<file path="src/rtl/cp0_int_unit_pkg.sv">
// Shared encodings for the CP0 / interrupt unit: controller op codes,
// CP0 register indices, SR/CAUSE bit positions and FSM states.
package cp0_int_unit_pkg;

   typedef enum logic [1:0] {
      EXE_CP_NONE  = 2'b00,
      EXE_CP_STORE = 2'b01,
      EXE_CP0_ERET = 2'b10,
      EXE_CP_RSVD  = 2'b11
   } cp0_oper_e;

   localparam logic [4:0] CP0_REG_SR    = 5'd12;
   localparam logic [4:0] CP0_REG_CAUSE = 5'd13;
   localparam logic [4:0] CP0_REG_EPC   = 5'd14;
   localparam logic [4:0] CP0_REG_EHBR  = 5'd25;

   localparam int SR_IE_BIT      = 0;
   localparam int CAUSE_CODE_LSB = 2;
   localparam int CAUSE_CODE_MSB = 6;
   localparam int CAUSE_CODE_W   = CAUSE_CODE_MSB - CAUSE_CODE_LSB + 1;

   typedef enum logic [1:0] {
      ST_IDLE  = 2'd0,
      ST_ENTER = 2'd1,
      ST_RET   = 2'd2,
      ST_HOLD  = 2'd3
   } cp0_state_e;

endpackage

</file>
<file path="src/rtl/cp0_int_unit_int_sync.sv">
// Multi-flop synchroniser for the asynchronous interrupt request, followed
// by a rising-edge detector that yields a one-cycle ir_edge.
module int_sync #(
   parameter int SYNC_STAGES = 2
) (
   input  logic clk,
   input  logic rst,
   input  logic ir_in,
   output logic ir_edge
);

   logic [SYNC_STAGES-1:0] sync_q;
   logic                   ir_prev;

   // Free-running: the pipeline enable does not stall the synchroniser.
   always_ff @(posedge clk) begin
      if (!rst) begin
         sync_q  <= '0;
         ir_prev <= 1'b0;
      end else begin
         sync_q[0] <= ir_in;
         for (int i = 1; i < SYNC_STAGES; i++) begin
            sync_q[i] <= sync_q[i-1];
         end
         ir_prev <= sync_q[SYNC_STAGES-1];
      end
   end

   assign ir_edge = sync_q[SYNC_STAGES-1] & ~ir_prev;

endmodule

</file>
<file path="src/rtl/cp0_int_unit.sv">
// Coprocessor-0 register file and interrupt entry / ERET sequencer that
// issues a registered one-cycle redirect back to the pipeline.
//
// state | meaning
// ------+---------------------------------------------------------------
// IDLE  | waiting for ERET or a pending, enabled interrupt
// ENTER | redirect pulse to EHBR is on jump_en/jump_addr this cycle
// RET   | redirect pulse to EPC is on jump_en/jump_addr this cycle
// HOLD  | HOLD_CYC down-count after a redirect; no entry, ERET ignored
module cp0_int_unit
   import cp0_int_unit_pkg::*;
#(
   parameter int DATA_W      = 32,
   parameter int SYNC_STAGES = 2,
   parameter int HOLD_CYC    = 2
) (
   input  logic              clk,
   input  logic              rst,
   input  logic              en,
   input  logic [1:0]        oper,
   input  logic [4:0]        addr_r,
   output logic [DATA_W-1:0] data_r,
   input  logic [4:0]        addr_w,
   input  logic [DATA_W-1:0] data_w,
   input  logic [DATA_W-1:0] ret_addr,
   input  logic              id_valid,
   input  logic              ir_in,
   output logic              jump_en,
   output logic [DATA_W-1:0] jump_addr
);

   localparam int HOLD_W = (HOLD_CYC < 1) ? 1 : $clog2(HOLD_CYC + 1);

   cp0_state_e              state, state_nxt;
   logic [HOLD_W-1:0]       hold_cnt, hold_nxt;
   logic                    sr_ie;
   logic [CAUSE_CODE_W-1:0] cause_code;
   logic [DATA_W-1:0]       epc;
   logic [DATA_W-1:0]       ehbr;
   logic                    pend;
   logic                    ir_edge;
   logic                    take_int;
   logic                    take_ret;
   logic                    is_mtc0;
   logic                    is_eret;

   int_sync #(
      .SYNC_STAGES (SYNC_STAGES)
   ) u_int_sync (
      .clk     (clk),
      .rst     (rst),
      .ir_in   (ir_in),
      .ir_edge (ir_edge)
   );

   assign is_mtc0 = (oper == EXE_CP_STORE);
   assign is_eret = (oper == EXE_CP0_ERET);

   always_comb begin
      state_nxt = state;
      hold_nxt  = hold_cnt;
      take_int  = 1'b0;
      take_ret  = 1'b0;
      case (state)
         ST_IDLE: begin
            if (is_eret) begin
               state_nxt = ST_RET;
               take_ret  = 1'b1;
            end else if (pend && sr_ie && id_valid && (hold_cnt == '0)) begin
               state_nxt = ST_ENTER;
               take_int  = 1'b1;
            end
         end
         ST_ENTER, ST_RET: begin
            state_nxt = ST_HOLD;
            hold_nxt  = HOLD_W'(HOLD_CYC);
         end
         ST_HOLD: begin
            // Terminal count: leave HOLD on the step that brings the counter to 0.
            if (hold_cnt <= HOLD_W'(1)) begin
               state_nxt = ST_IDLE;
               hold_nxt  = '0;
            end else begin
               hold_nxt = hold_cnt - HOLD_W'(1);
            end
         end
         default: state_nxt = ST_IDLE;
      endcase
   end

   always_ff @(posedge clk) begin
      if (!rst) begin
         state      <= ST_IDLE;
         hold_cnt   <= '0;
         sr_ie      <= 1'b0;
         cause_code <= '0;
         epc        <= '0;
         ehbr       <= '0;
         pend       <= 1'b0;
         jump_en    <= 1'b0;
         jump_addr  <= '0;
      end else if (en) begin
         state    <= state_nxt;
         hold_cnt <= hold_nxt;

         if (ir_edge) begin
            pend <= 1'b1;
         end

         if (is_mtc0) begin
            case (addr_w)
               CP0_REG_SR:   sr_ie <= data_w[SR_IE_BIT];
               CP0_REG_EPC:  epc   <= data_w;
               CP0_REG_EHBR: ehbr  <= data_w;
               default: ;
            endcase
         end

         // Entry side effects win over a same-cycle MTC0 and a same-cycle edge.
         if (take_int) begin
            epc        <= ret_addr;
            sr_ie      <= 1'b0;
            cause_code <= '0;
            pend       <= 1'b0;
         end

         if (take_ret) begin
            sr_ie <= 1'b1;
         end

         jump_en <= take_int | take_ret;
         if (take_int) begin
            jump_addr <= ehbr;
         end else if (take_ret) begin
            jump_addr <= epc;
         end else begin
            jump_addr <= '0;
         end
      end else begin
         jump_en   <= 1'b0;
         jump_addr <= '0;
      end
   end

   always_comb begin
      data_r = '0;
      case (addr_r)
         CP0_REG_SR: data_r[SR_IE_BIT] = sr_ie;
         CP0_REG_CAUSE: begin
            data_r[DATA_W-1]                       = pend;
            data_r[CAUSE_CODE_MSB:CAUSE_CODE_LSB] = cause_code;
         end
         CP0_REG_EPC:  data_r = epc;
         CP0_REG_EHBR: data_r = ehbr;
         default:      data_r = '0;
      endcase
   end

endmodule

</file>
<file path="config.mk">
export PLATFORM = sky130hd
export DESIGN_NAME = cp0_int_unit
export DESIGN_NICKNAME = d
export VERILOG_FILES = /design/src/rtl/cp0_int_unit_pkg.sv /design/src/rtl/cp0_int_unit_int_sync.sv /design/src/rtl/cp0_int_unit.sv
export SDC_FILE = /design/constraint.sdc
export NUM_CORES = 1
export LEC_CHECK = 0
export BUFFER_PORTS_ARGS = -buffer_cell sky130_fd_sc_hd__buf_2
export CORE_UTILIZATION = 30
export DETAILED_ROUTE_END_ITERATION = 7
export PLACE_DENSITY_LB_ADDON = 0.12
export SYNTH_ARGS = -nofsm -noshare
export SYNTH_HDL_FRONTEND = slang
export SYNTH_SLANG_ARGS = --single-unit
</file>
<file path="constraint.sdc">
create_clock -name clk -period 1.7 [get_ports clk]
set_input_delay 0.17 -clock clk [delete_from_list [all_inputs] [get_ports clk]]
set_output_delay 0.17 -clock clk [all_outputs]
set_load 0.02 [all_outputs]
</file>
==> summary.log <==
[cells_and_area] post-layout net count 696
[clocking] CTS tree done
[cells_and_area] final standard cell area without fillers 5910 um2
[sta] Slew HR 0.743
[clocking] clock-pin slew reported for the worst setup and hold paths after clock tree synthesis 70 ps
[synth] Post-Synthesis Mean Instance Area 9.67 um2
[route] Initial DRT Pass Iterations 7
[worst_setup_path] number of cells on the critical path 5
[sta] Max Fclk 0.619 GHz
[cells_and_area] area taken by flip-flops and latches 2120 um2
[power_and_ir_drop] VDD IR-drop max 0.000451 V
[clocking] Resized cells post-CTS 0
[power_and_ir_drop] power density over the cells 821 nW/um2
[sta] number of pins exceeding their max-slew limit in the final report 0
[synth] number of nets in the synthesized netlist 555
[worst_setup_path] Critical Path End Type register
[worst_setup_path] endpoint required time on the critical path 1940 ps
[sta] hold violation count in the final report 0
[worst_setup_path] Crit-path slowest cell and4b_4
[worst_hold_path] number of stages on the worst hold path 2
[worst_setup_path] kind of cell adding the most delay to the critical path simple AND/OR/NAND/NOR gates
[synth] dominant register cell in the synthesized netlist dfxtp_1
[cells_and_area] post-route core utilization 0.402
[synth] Post-synth EDFFs 0
[global_routing] GRT Util Overall 0.175
[clocking] setup fix buffers added after clock tree synthesis 0
[global_routing] via count of the first global-routing pass 4,093
[synth] leading post-synthesis cells by instance count dfxtp_1, nand2_1, nor2_1
[worst_setup_path] arrival time worst endpoint 1850 ps
[route] routed len/inst 17.1 um
[route] via count normalized by instance count 5.08
[synth] Syn. warnings 0
[placed_design] total placed cells including tap cells 785
[global_routing] antenna violations before repair 1
[flow_run] number of max-cap violations 0
[sta] slew at the pin with the worst max-slew slack 385 ps
[cells_and_area] multi-input logic area 2200 um2
[placed_design] global placement routability congestion 0.754
[route] drt total wl 13,700 um
[run_status] violations in the final reports design-rule violations
[worst_setup_path] top fanout value on the critical path 20
[clocking] Skew-Pair Late Insertion Delay 350 ps
[synth] cell area after technology mapping 4550 um2
[placed_design] Placement Cell Area 5630 um2
[synth] FFs w/ async S/R, synth 0
[synth] #FFs+latches synth 106
[synth] cell with the most instances after synthesis dfxtp_1
[placed_design] HPWL reported at the end of detailed placement 9020 um
[sta] final total negative setup slack 0 ps
[floorplan] Die Footprint 15,700 um2
[floorplan] Die Height 125 um
[cells_and_area] proportion of layout cells with a drive suffix above 1 0.315
[worst_setup_path] path depth of the worst reg2reg path 5
[synth] cell type with the highest aggregate area in the netlist dfxtp_1
[synth] part of the Yosys area used for sequential elements 0.466
[worst_setup_path] Max stage delay on crit path 410 ps
[synth] count of mapped cells out of synthesis 471
[global_routing] maximum number of pins on one net before global-route repair 34
[synth] ranking of synthesized cells by area dfxtp_1, mux2i_1, nand2_1, o2bb2ai_1, a22o_1
[cells_and_area] final standard cell count with taps included and fillers excluded 800
[synth] unique cell type count in the Yosys netlist 43
[run_status] result of the run finished with violations
[cells_and_area] Filler cells 1,477
[global_routing] GRT Residual Overflow 0
[route] number of design-rule violations left by the first detailed-router iteration 240
[worst_setup_path] Setup Crit Path Kind register to register
[clocking] H-Tree Level Count 3
[power_and_ir_drop] leakage 2.37 nW
[clocking] total number of clock tree sinks 106
[worst_setup_path] critical path buffer and inverter count 1
[sta] portion of the clock cycle consumed by the worst path in the final layout 0.950
[sta] setup skew after layout 8.67 ps
[clocking] number of buffers inserted for hold repair after clock tree synthesis 0
[route] antenna-violating nets left 0
[worst_setup_path] critical-path cell list and3b_1 -> and4b_4 -> buf_12 -> mux2i_1 -> o2bb2ai_1
[sta] endpoints failing setup 0
[floorplan] Ports 146
[floorplan] area of the core region 14,700 um2
[sta] crit path time final 1610 ps
[global_routing] global-route wire length before repair 21,300 um
[worst_hold_path] kind of path behind the tightest hold check input pin to register
[sta] setup repair after global routing missed its margin no
[floorplan] number of rows created at floorplan 44
[worst_setup_path] critical path launch point type register
[clocking] Clock Tree Buf Depth 2
[cells_and_area] Layout Area Growth over Synthesis 29.7%
[clocking] number of clock buffers inserted by TritonCTS 9
[synth] Synth top area share 0.466
[placed_design] Port Buf Inserts 145
[floorplan] Horiz. Die Dim 125 um
[floorplan] starting utilization of the core area 0.310
[clocking] root buf cell clkbuf_16
[route] remaining routing DRC violations 24
[route] vias post-DR 4,067
per-layer routing:
metal / track usage / up-vias / share of wire
li1: - / 1967 / -
met1: 0.213 / 1959 / 0.44
met2: 0.302 / 124 / 0.49
met3: 0.0385 / 17 / 0.053
met4: 0.0646 / 0 / 0.018
met5: 0 / - / 0
cell usage in the layout, fill, tap and decap left out, drive strengths merged:
master     n
ha         3
nand3b     2
inv        4
clkbuf    12
buf      170
and3b      2
o21a       2
a22o      30
nor3       1
a211o      1
dfxtp    106
and4b      1
nand4b     1
nand2     78
and2       4
nor4b      1
o211ai     1
mux2i     36
or3b       2
a22oi     32
a21oi      6
o2bb2ai   32
o21bai     1
o21ai      2
nor4       1
mux2       1
o32ai      2
o41ai      1
nor2      38
a21boi    32
or4        1
nand2b     2
clkinv     2
diode      1
nor2b      4
nand3      1
sequential cells by signal, summed over array words and instances (netlist names):
name and cells:
jump_en 1, state 2, hold_cnt 2, epc 32, ehbr 32, u_int_sync.sync_q 2, jump_addr 32, u_int_sync.ir_prev 1
pend 1, sr_ie 1
per-stage QoR:
step | setup WS [ps] | hold WS, ps | total power [W]
final | 85.2 | 27.1 | 0.00485
after global routing | 9.14 | 10.7 | 0.00505
after CTS | 79.6 | 9.50 | 0.00492
after detailed placement | 90.2 | 380 | 0.00294
after global placement | 108 | 386 | 0.00294
after floorplan | 155 | 297 | 0.00273
worst register-to-register path: stages (launching register included):
cell and delay [ps]:
dfxtp_1 330, and3b_1 260, and4b_4 410, buf_12 210, mux2i_1 230, o2bb2ai_1 80
report_power, final:
group,switching (W),internal (W),leakage [nW],total [W]
clock network,0.000903,0.00106,0.135,0.00196
registers,0.00000901,0.00250,0.854,0.00251
logic,0.000206,0.000172,1.38,0.000378
final timing paths:
path,start,to,slack [ps]
worst min-delay path,ir_in,u_int_sync.sync_q[0],30
worst max register to register,hold_cnt[0],epc[6],90
worst max-delay path,hold_cnt[0],epc[6],90
worst min register to register,u_int_sync.sync_q[0],u_int_sync.sync_q[1],460
cell type report:
| type | count | area share |
|---|---|---|
| antenna | 1 | 0.000424 |
| clock buffer | 12 | 0.0434 |
| clock inverter | 2 | 0.00233 |
| inverter | 4 | 0.00254 |
| multi-input combinational | 321 | 0.373 |
| sequential | 106 | 0.359 |
| tap | 184 | 0.0390 |
| timing repair buffer | 170 | 0.180 |
cell families after synthesis:
| logic type | Yosys count | synth area share |
|---|---|---|
| adder cells (fa/ha/maj) | 3 | 0.00824 |
| multiplexers | 37 | 0.0816 |
| AND/OR/NAND/NOR | 139 | 0.134 |
| AO/OA/AOI/OAI | 142 | 0.251 |
| buffers and inverters | 44 | 0.0591 |
| flip-flops | 106 | 0.466 |
(Power assumes the default switching activity.)
